File: config.mk
export PLATFORM = sky130hd
export DESIGN_NAME = serial_subtractor
export DESIGN_NICKNAME = d
export VERILOG_FILES = /design/src/rtl/serial_sub_pkg.sv /design/src/rtl/full_subtractor.sv /design/src/rtl/serial_subtractor.sv
export SDC_FILE = /design/constraint.sdc
export NUM_CORES = 1
export LEC_CHECK = 0
export BUFFER_PORTS_ARGS = -buffer_cell sky130_fd_sc_hd__clkbuf_2
export CORE_UTILIZATION = 54
export DETAILED_ROUTE_END_ITERATION = 12
export PLACE_DENSITY = 0.78
export SLEW_MARGIN = 20
export SYNTH_ARGS = -nofsm -noshare
export SYNTH_HDL_FRONTEND = slang
export SYNTH_SLANG_ARGS = --single-unit
File: constraint.sdc
create_clock -name clk -period 1.9 [get_ports clk]
set_input_delay 0.475 -clock clk [delete_from_list [all_inputs] [get_ports clk]]
set_output_delay 0.475 -clock clk [all_outputs]
set_load 0.01 [all_outputs]
File: src/rtl/serial_sub_pkg.sv
// serial_sub_pkg
//   Shared definitions for the bit-serial subtractor.
//   - ST_IDLE / ST_RUN / ST_DONE : state encodings used by the top-level FSM
//   - state_t                    : enumerated state type built on those encodings
//   - clog2()                    : width of the bit counter for a given operand width
package serial_sub_pkg;

    localparam logic [1:0] ST_IDLE = 2'd0;
    localparam logic [1:0] ST_RUN  = 2'd1;
    localparam logic [1:0] ST_DONE = 2'd2;

    typedef enum logic [1:0] {
        S_IDLE = ST_IDLE,
        S_RUN  = ST_RUN,
        S_DONE = ST_DONE
    } state_t;

    // Smallest r with 2**r >= value; at least 1 so the counter is never zero-width.
    function automatic int clog2(input int value);
        int r;
        r = 1;
        for (int i = 1; i < 31; i++) begin
            if ((1 << i) < value) begin
                r = i + 1;
            end
        end
        return r;
    endfunction

endpackage

File: src/rtl/full_subtractor.sv
// full_subtractor
//   Combinational one-bit subtractor cell: computes a - b - bin.
//   Ports:
//     a    in  minuend bit
//     b    in  subtrahend bit
//     bin  in  borrow in
//     d    out difference bit
//     bout out borrow out
module full_subtractor (
    input  logic a,
    input  logic b,
    input  logic bin,
    output logic d,
    output logic bout
);

    assign d    = a ^ b ^ bin;
    assign bout = (~a & b) | (~(a ^ b) & bin);

endmodule

File: src/rtl/serial_subtractor.sv
// serial_subtractor
//   Bit-serial WIDTH-bit subtractor, diff = a - b (mod 2**WIDTH), LSB first,
//   one bit per clock, with a start/busy/done handshake.
//   Ports:
//     clk    in  clock, rising edge
//     rst    in  asynchronous active-high reset
//     start  in  request; honoured only in IDLE or DONE
//     a, b   in  minuend / subtrahend, captured on the accepting edge
//     busy   out high while bits are being processed
//     done   out one-cycle pulse, result valid
//     diff   out result, held until the next operation completes
//     borrow out final borrow (a < b unsigned)
//     ovf    out signed overflow, present only when SERIAL_SUBTRACTOR_OVF_EN is defined
//   Optional feature macro: SERIAL_SUBTRACTOR_OVF_EN
module serial_subtractor
    import serial_sub_pkg::*;
#(
    parameter int WIDTH = 8
) (
    input  logic             clk,
    input  logic             rst,
    input  logic             start,
    input  logic [WIDTH-1:0] a,
    input  logic [WIDTH-1:0] b,
    output logic             busy,
    output logic             done,
    output logic [WIDTH-1:0] diff,
`ifdef SERIAL_SUBTRACTOR_OVF_EN
    output logic             ovf,
`endif
    output logic             borrow
);

    localparam int CW = clog2(WIDTH);

    state_t           state_reg, state_next;
    logic [WIDTH-1:0] a_sh_reg, b_sh_reg, res_sh_reg;
    logic [WIDTH-1:0] res_sh_next;
    logic [CW-1:0]    cnt_reg;
    logic             bor_reg;
    logic [WIDTH-1:0] diff_reg;
    logic             borrow_reg;
    logic             bit_d, bit_bout;
    logic             accept, last_bit;

    full_subtractor u_cell (
        .a    (a_sh_reg[0]),
        .b    (b_sh_reg[0]),
        .bin  (bor_reg),
        .d    (bit_d),
        .bout (bit_bout)
    );

    assign accept   = start && (state_reg == S_IDLE || state_reg == S_DONE);
    assign last_bit = (cnt_reg == CW'(WIDTH - 1));

    // New bit enters at the MSB; after WIDTH shifts the LSB has reached bit 0.
    assign res_sh_next = {bit_d, {(WIDTH-1){1'b0}}} | (res_sh_reg >> 1);

    always_ff @(posedge clk or posedge rst) begin
        if (rst) begin
            state_reg <= S_IDLE;
        end else begin
            state_reg <= state_next;
        end
    end

    always_comb begin
        state_next = state_reg;
        case (state_reg)
            S_IDLE:  if (start) state_next = S_RUN;
            S_RUN:   if (last_bit) state_next = S_DONE;
            S_DONE:  state_next = start ? S_RUN : S_IDLE;
            default: state_next = S_IDLE;
        endcase
    end

    always_ff @(posedge clk or posedge rst) begin
        if (rst) begin
            a_sh_reg   <= '0;
            b_sh_reg   <= '0;
            res_sh_reg <= '0;
            cnt_reg    <= '0;
            bor_reg    <= 1'b0;
            diff_reg   <= '0;
            borrow_reg <= 1'b0;
        end else if (accept) begin
            a_sh_reg   <= a;
            b_sh_reg   <= b;
            res_sh_reg <= '0;
            cnt_reg    <= '0;
            bor_reg    <= 1'b0;
        end else if (state_reg == S_RUN) begin
            a_sh_reg   <= a_sh_reg >> 1;
            b_sh_reg   <= b_sh_reg >> 1;
            res_sh_reg <= res_sh_next;
            bor_reg    <= bit_bout;
            cnt_reg    <= cnt_reg + 1'b1;
            // Only the completed word is published, so diff never shows partial shifts.
            if (last_bit) begin
                diff_reg   <= res_sh_next;
                borrow_reg <= bit_bout;
            end
        end
    end

`ifdef SERIAL_SUBTRACTOR_OVF_EN
    logic ovf_reg;

    // On the final bit a_sh/b_sh[0] hold the operand sign bits and bit_d is the result sign.
    always_ff @(posedge clk or posedge rst) begin
        if (rst) begin
            ovf_reg <= 1'b0;
        end else if (!accept && state_reg == S_RUN && last_bit) begin
            ovf_reg <= (a_sh_reg[0] ^ b_sh_reg[0]) & (bit_d ^ a_sh_reg[0]);
        end
    end

    assign ovf = ovf_reg;
`endif

    assign busy   = (state_reg == S_RUN);
    assign done   = (state_reg == S_DONE);
    assign diff   = diff_reg;
    assign borrow = borrow_reg;

endmodule

# Word-level counts from Yosys, hierarchy flattened

Index checks and enable logic that the tools add are counted.

Word-level logic and storage cells: 43
Flip-flop bits (word level): 39

Eq/ne operators: 5
Bitwise logic cells: 9
Multiplexer cells: 14
Add/sub/neg operators: 1
Reductions and logical operators: 6

Operators with widths:

| operator                                                              | number |
|---|---|
| 8-bit two-way mux                                                     | 6 |
| 8-bit by 7-bit bitwise OR with 8-bit output                           | 1 |
| 3-bit two-way mux                                                     | 2 |
| 2-bit case mux with 3 select lines                                    | 1 |
| 2-bit two-way mux                                                     | 2 |
| 3-bit by 1-bit adder with 3-bit output, second input constant         | 1 |
| 3-bit equality test, second input constant                            | 1 |
| 1-bit two-way mux                                                     | 3 |
| 1-bit inverter                                                        | 3 |
| 3-bit AND reduction                                                   | 1 |
| 1-bit bitwise AND                                                     | 2 |
| 2-bit by 1-bit equality test with 1-bit output, second input constant | 1 |
| 2-bit equality test, second input constant                            | 1 |
| 2-bit logical NOT                                                     | 1 |
| 2-bit by 1-bit != test with 1-bit output, second input constant       | 1 |
| 2-bit != test, second input constant                                  | 1 |
| 2-bit AND reduction                                                   | 1 |
| 2-bit nonzero test                                                    | 1 |
| 1-bit bitwise XOR                                                     | 2 |
| 1-bit logical AND                                                     | 1 |
| 1-bit logical OR                                                      | 1 |
| 1-bit bitwise OR                                                      | 1 |

# Depth between registers and ports, before layout

Word-level depth: 6
Gate-level depth with buffers: 6

# Hierarchy

A second synthesis with hierarchy kept.

Cell total of the unflattened synthesis: 131
Area, all modules: 1,601.5 um^2

Modules (own cells, without submodules):

| module            | sequential area each (um^2) | instances | cells an instance | area each (um^2) |
|---|---|---|---|---|
| serial_subtractor | 950.9                       | 1         | 127               | 1,570.3 |
| full_subtractor   | 0.0                         | 1         | 4                 | 31.3 |

# Least setup slack after synthesis

OpenSTA, ideal clock, no wires.

Kind: register to register
Start point: register cnt_reg[0]
End point: register diff_reg[0], in the netlist diff[0]
Path buffers: 1
Stages on the path, launching flop included: 6
Data required time: 1.775 ns
Arrival: 1.327 ns
Setup slack: 0.448 ns
Cell sequence: dfrtp_1 -> ha_1 -> ha_1 -> nand3b_1 -> buf_6 -> mux2_4

Word-level cells in the longest chain between the ends: 2

Ends and longest elaborated chain:

| what                          | RTL line                 | text |
|---|---|---|
| from (decl)                   | serial_subtractor.sv:39  | `logic [CW-1:0] cnt_reg;` |
| from (signal assigned)        | serial_subtractor.sv:98  | `cnt_reg <= cnt_reg + 1'b1;` |
| 3-bit equality test           | serial_subtractor.sv:55  | `assign last_bit = (cnt_reg == CW'(WIDTH - 1));` |
| 3-bit AND reduction (no line) | -                        |  |
| to (signal assigned)          | serial_subtractor.sv:101 | `diff_reg <= res_sh_next;` |
| to (decl)                     | serial_subtractor.sv:41  | `logic [WIDTH-1:0] diff_reg;` |

No other way between the ends.
A chain may end at the register's enable or synchronous reset.

# Worst setup path in the final report

Start point: register state_reg[0]
End point: output busy

Word-level cells in the longest chain between the ends: 1

Ends and longest elaborated chain:

| what                                           | RTL line                 | text |
|---|---|---|
| from (decl)                                    | serial_subtractor.sv:36  | `state_t state_reg, state_next;` |
| from (signal assigned)                         | serial_subtractor.sv:64  | `state_reg <= state_next;` |
| 2-bit by 1-bit equality test with 1-bit output | serial_subtractor.sv:122 | `assign busy = (state_reg == S_RUN);` |
| to (decl)                                      | serial_subtractor.sv:25  | `output logic busy,` |

No other way between the ends.

==> summary.md <==
| Metric | Value |
|---|---|
| CTS tree | yes |
| Failing checks | DRC |
| Most common cell in the netlist | dfrtp_1 |
| Hold-fix buffers, CTS | 0 |
| RSZ-0062 raised after global routing | false |
| Flops & latches, synth | 38 |
| Final Instance Area | 1890 sq um |
| Post-CTS resize count | 1 |
| Io pins | 30 |
| Switching share of power | 0.354 |
| Clock power frac | 0.146 |
| Int Pwr | 1.97 mW |
| Clock tree sinks | 38 |
| Gr usage total | 0.193 |
| Post-synth EDFFs | 0 |
| Clk_lat worst skew | 0.34 ns |
| Share of cells above drive strength 1 | 0.321 |
| Postcts setup bufs | 0 |
| Worst-path clk slew | 0.12 ns |
| CP startpoint | state_reg[0] |
| Gate power share | 0.385 |
| Avg Synthesized Cell Area | 12.4 sq um |
| Synth-to-layout area growth | 13.0% |
| Vias in the first global route | 1093 |
| Synthesis Warnings | 0 |
| Status | finished with violations |
| Worst Hold Class | in -> async |
| DRT Pass-1 Iters | 8 |
| Max Clock Freq | 0.562 GHz |
| Pin count of the biggest net entering global routing | 39 |
| Area contributors post-synth | dfrtp_1 (57%), mux2_4 (6.3%), a22o_1 (5.8%) |
| Synthesized area | 1670 sq um |
| Total CTS buffers | 5 |
| Period minus WS final | 1.78 ns |
| Seq/Total Area, Yosys | 0.569 |
| Hold Violations, Final | 0 |
| Root Driver | clkbuf_4 |
| Worst Setup Path Type | reg -> out |
| Die H | 57.6 microns |
| Crit Path Max Fanout | 14 |
| Final Power | 3.05 mW |
| Cells after synthesis | 135 |
| Most frequent cells after synthesis | dfrtp_1 (38), inv_1 (15), a21oi_1 (14), a22o_1 (11), o22ai_1 (11) |
| Post-synth top flop | dfrtp_1 |
| GPL Wtd Cong | 0.711 |
| Wirelength per Cell | 14.4 microns |
| Nets@finish | 189 |
| Drt total wl | 2870 microns |
| First-pass GRT wire length | 4770 microns |
| Fillers | 236 |
| GRT overflow | 0 |
| Slew Viols, Final | 0 |
| Syn nets | 157 |
| DRT antenna net count | 0 |
| Fin crit share | 0.936 |
| Slew HR | 0.677 |
| HPWL Detailed | 1930 microns |
| Initial core utilization | 0.586 |
| Htree depth | 2 |
| Setup violations, final | 0 |
| Switching pwr | 1.08 mW |
| Core area | 2850 sq um |
| Full die area | 3320 sq um |
| Seq pwr share | 0.469 |
| P per Cell Area | 1620 nW/um^2 |
| Initial antenna violation count | 0 |
| Synth cell types | 27 |
| Post-synth ARST share | 1.00 |
| Max VDD drop | 865 uV |
| Cell accounting for the most synthesized area | dfrtp_1 |
| Remaining DRCs | 2 |
| DR iter-0 viols | 41 |
| Lkg Pwr | 0.974 nW |
| Clk_skew | 0.00489 ns |
| Input/output buffers | 29 |
| DR vias | 1104 |
| Clock Tree Buf Depth | 2 |
| Placed cell area | 1820 sq um |
| Max_cap viols | 0 |
| Vias per cell | 5.55 |
| Crit path DAT | 1.30 ns |
| Yosys top cell area share | 0.569 |
| CP startpoint kind | flip-flop |
| Slew @ Worst Pin | 0.485 ns |
| Row count | 19 |
| Worst EP required | 1.42 ns |
| TNS Setup | 0 ns |
| CP Capture Type | primary output |
| Die span in x | 57.6 microns |
| Diodes inserted | 0 |
| Reg2reg start | cnt_reg[0] |
through the flow:
| stage | utilization | hold WS (ns) | std cells | worst slack [ns] |
|---|---|---|---|---|
| floorplan | - | 0.456 | 135 | 0.448 |
| global placement | 0.639 | 0.472 | 191 | 0.382 |
| detailed placement | 0.639 | 0.475 | 191 | 0.312 |
| CTS | 0.661 | 0.216 | 199 | 0.107 |
| global route | 0.661 | 0.256 | 199 | 0.0315 |
| finish | 0.661 | 0.201 | 199 | 0.121 |
critical path, stage by stage, from the launching register on:
cell      delay, ns
dfrtp_2        0.49
nand2b_4       0.15
inv_2          0.17
clkbuf_2       0.16
power groups by stage:
stage,Combinational [mW],Clock (mW),Sequential [mW]
after floorplan,0.918,0,1.41
after global placement,1.13,0,1.42
after detailed placement,1.18,0,1.45
after CTS,1.19,0.457,1.44
after global routing,1.31,0.485,1.47
final,1.17,0.447,1.43
layout make-up:
| class | count | area, sq um | share of cell area |
|---|---|---|---|
| clock buffer | 6 | 51.3 | 0.0272 |
| clock inverter | 2 | 12.5 | 0.00663 |
| inverter | 16 | 60.1 | 0.0318 |
| multi-input combinational | 72 | 589 | 0.312 |
| sequential | 38 | 952 | 0.505 |
| tap | 31 | 38.8 | 0.0206 |
| timing repair buffer | 34 | 183 | 0.0968 |
per-layer routing:
layer | vias up | wire [microns] | share of wire | GRT usage
met5 | - | 0 | 0 | 0
met4 | 0 | 42 | 0.015 | 0.0627
met3 | 5 | 99 | 0.034 | 0.0469
met2 | 24 | 1410 | 0.49 | 0.341
met1 | 538 | 1320 | 0.46 | 0.232
li1 | 537 | - | - | -
logic make-up after synthesis:
group                    count (synthesis)  share of synthesized area
adder cells (fa/ha/maj)                  3                     0.0270
buffers and inverters                   25                     0.0779
multiplexers                            14                      0.107
AND/OR/NAND/NOR                         10                     0.0404
AO/OA/AOI/OAI                           44                      0.173
XOR/XNOR                                 1                    0.00524
flip-flops                              38                      0.569
placed cells by master, fill, tap and decap left out, types with 4 or more instances in the layout:
master,netlist,layout
mux2i_1,4,4
clkbuf_4,0,5
nor2b_1,4,4
clkbuf_2,0,29
o22ai_1,11,11
buf_4,5,5
dfrtp_1,38,37
mux2_4,7,7
inv_1,15,15
a21oi_1,14,14
a22o_1,11,11
worst paths after layout:
kind                                  to  slack, ns  cells after the start
setup / recovery                    busy       0.12                      3
max in group asynchronous   state_reg[0]       1.35                      3
hold reg to reg                   borrow       0.50                      2
setup reg to reg                 diff[6]       0.28                      5
min in group clk             b_sh_reg[7]       0.35                      2
hold / removal             res_sh_reg[7]       0.20                      3
(Power assumes the default switching activity.)
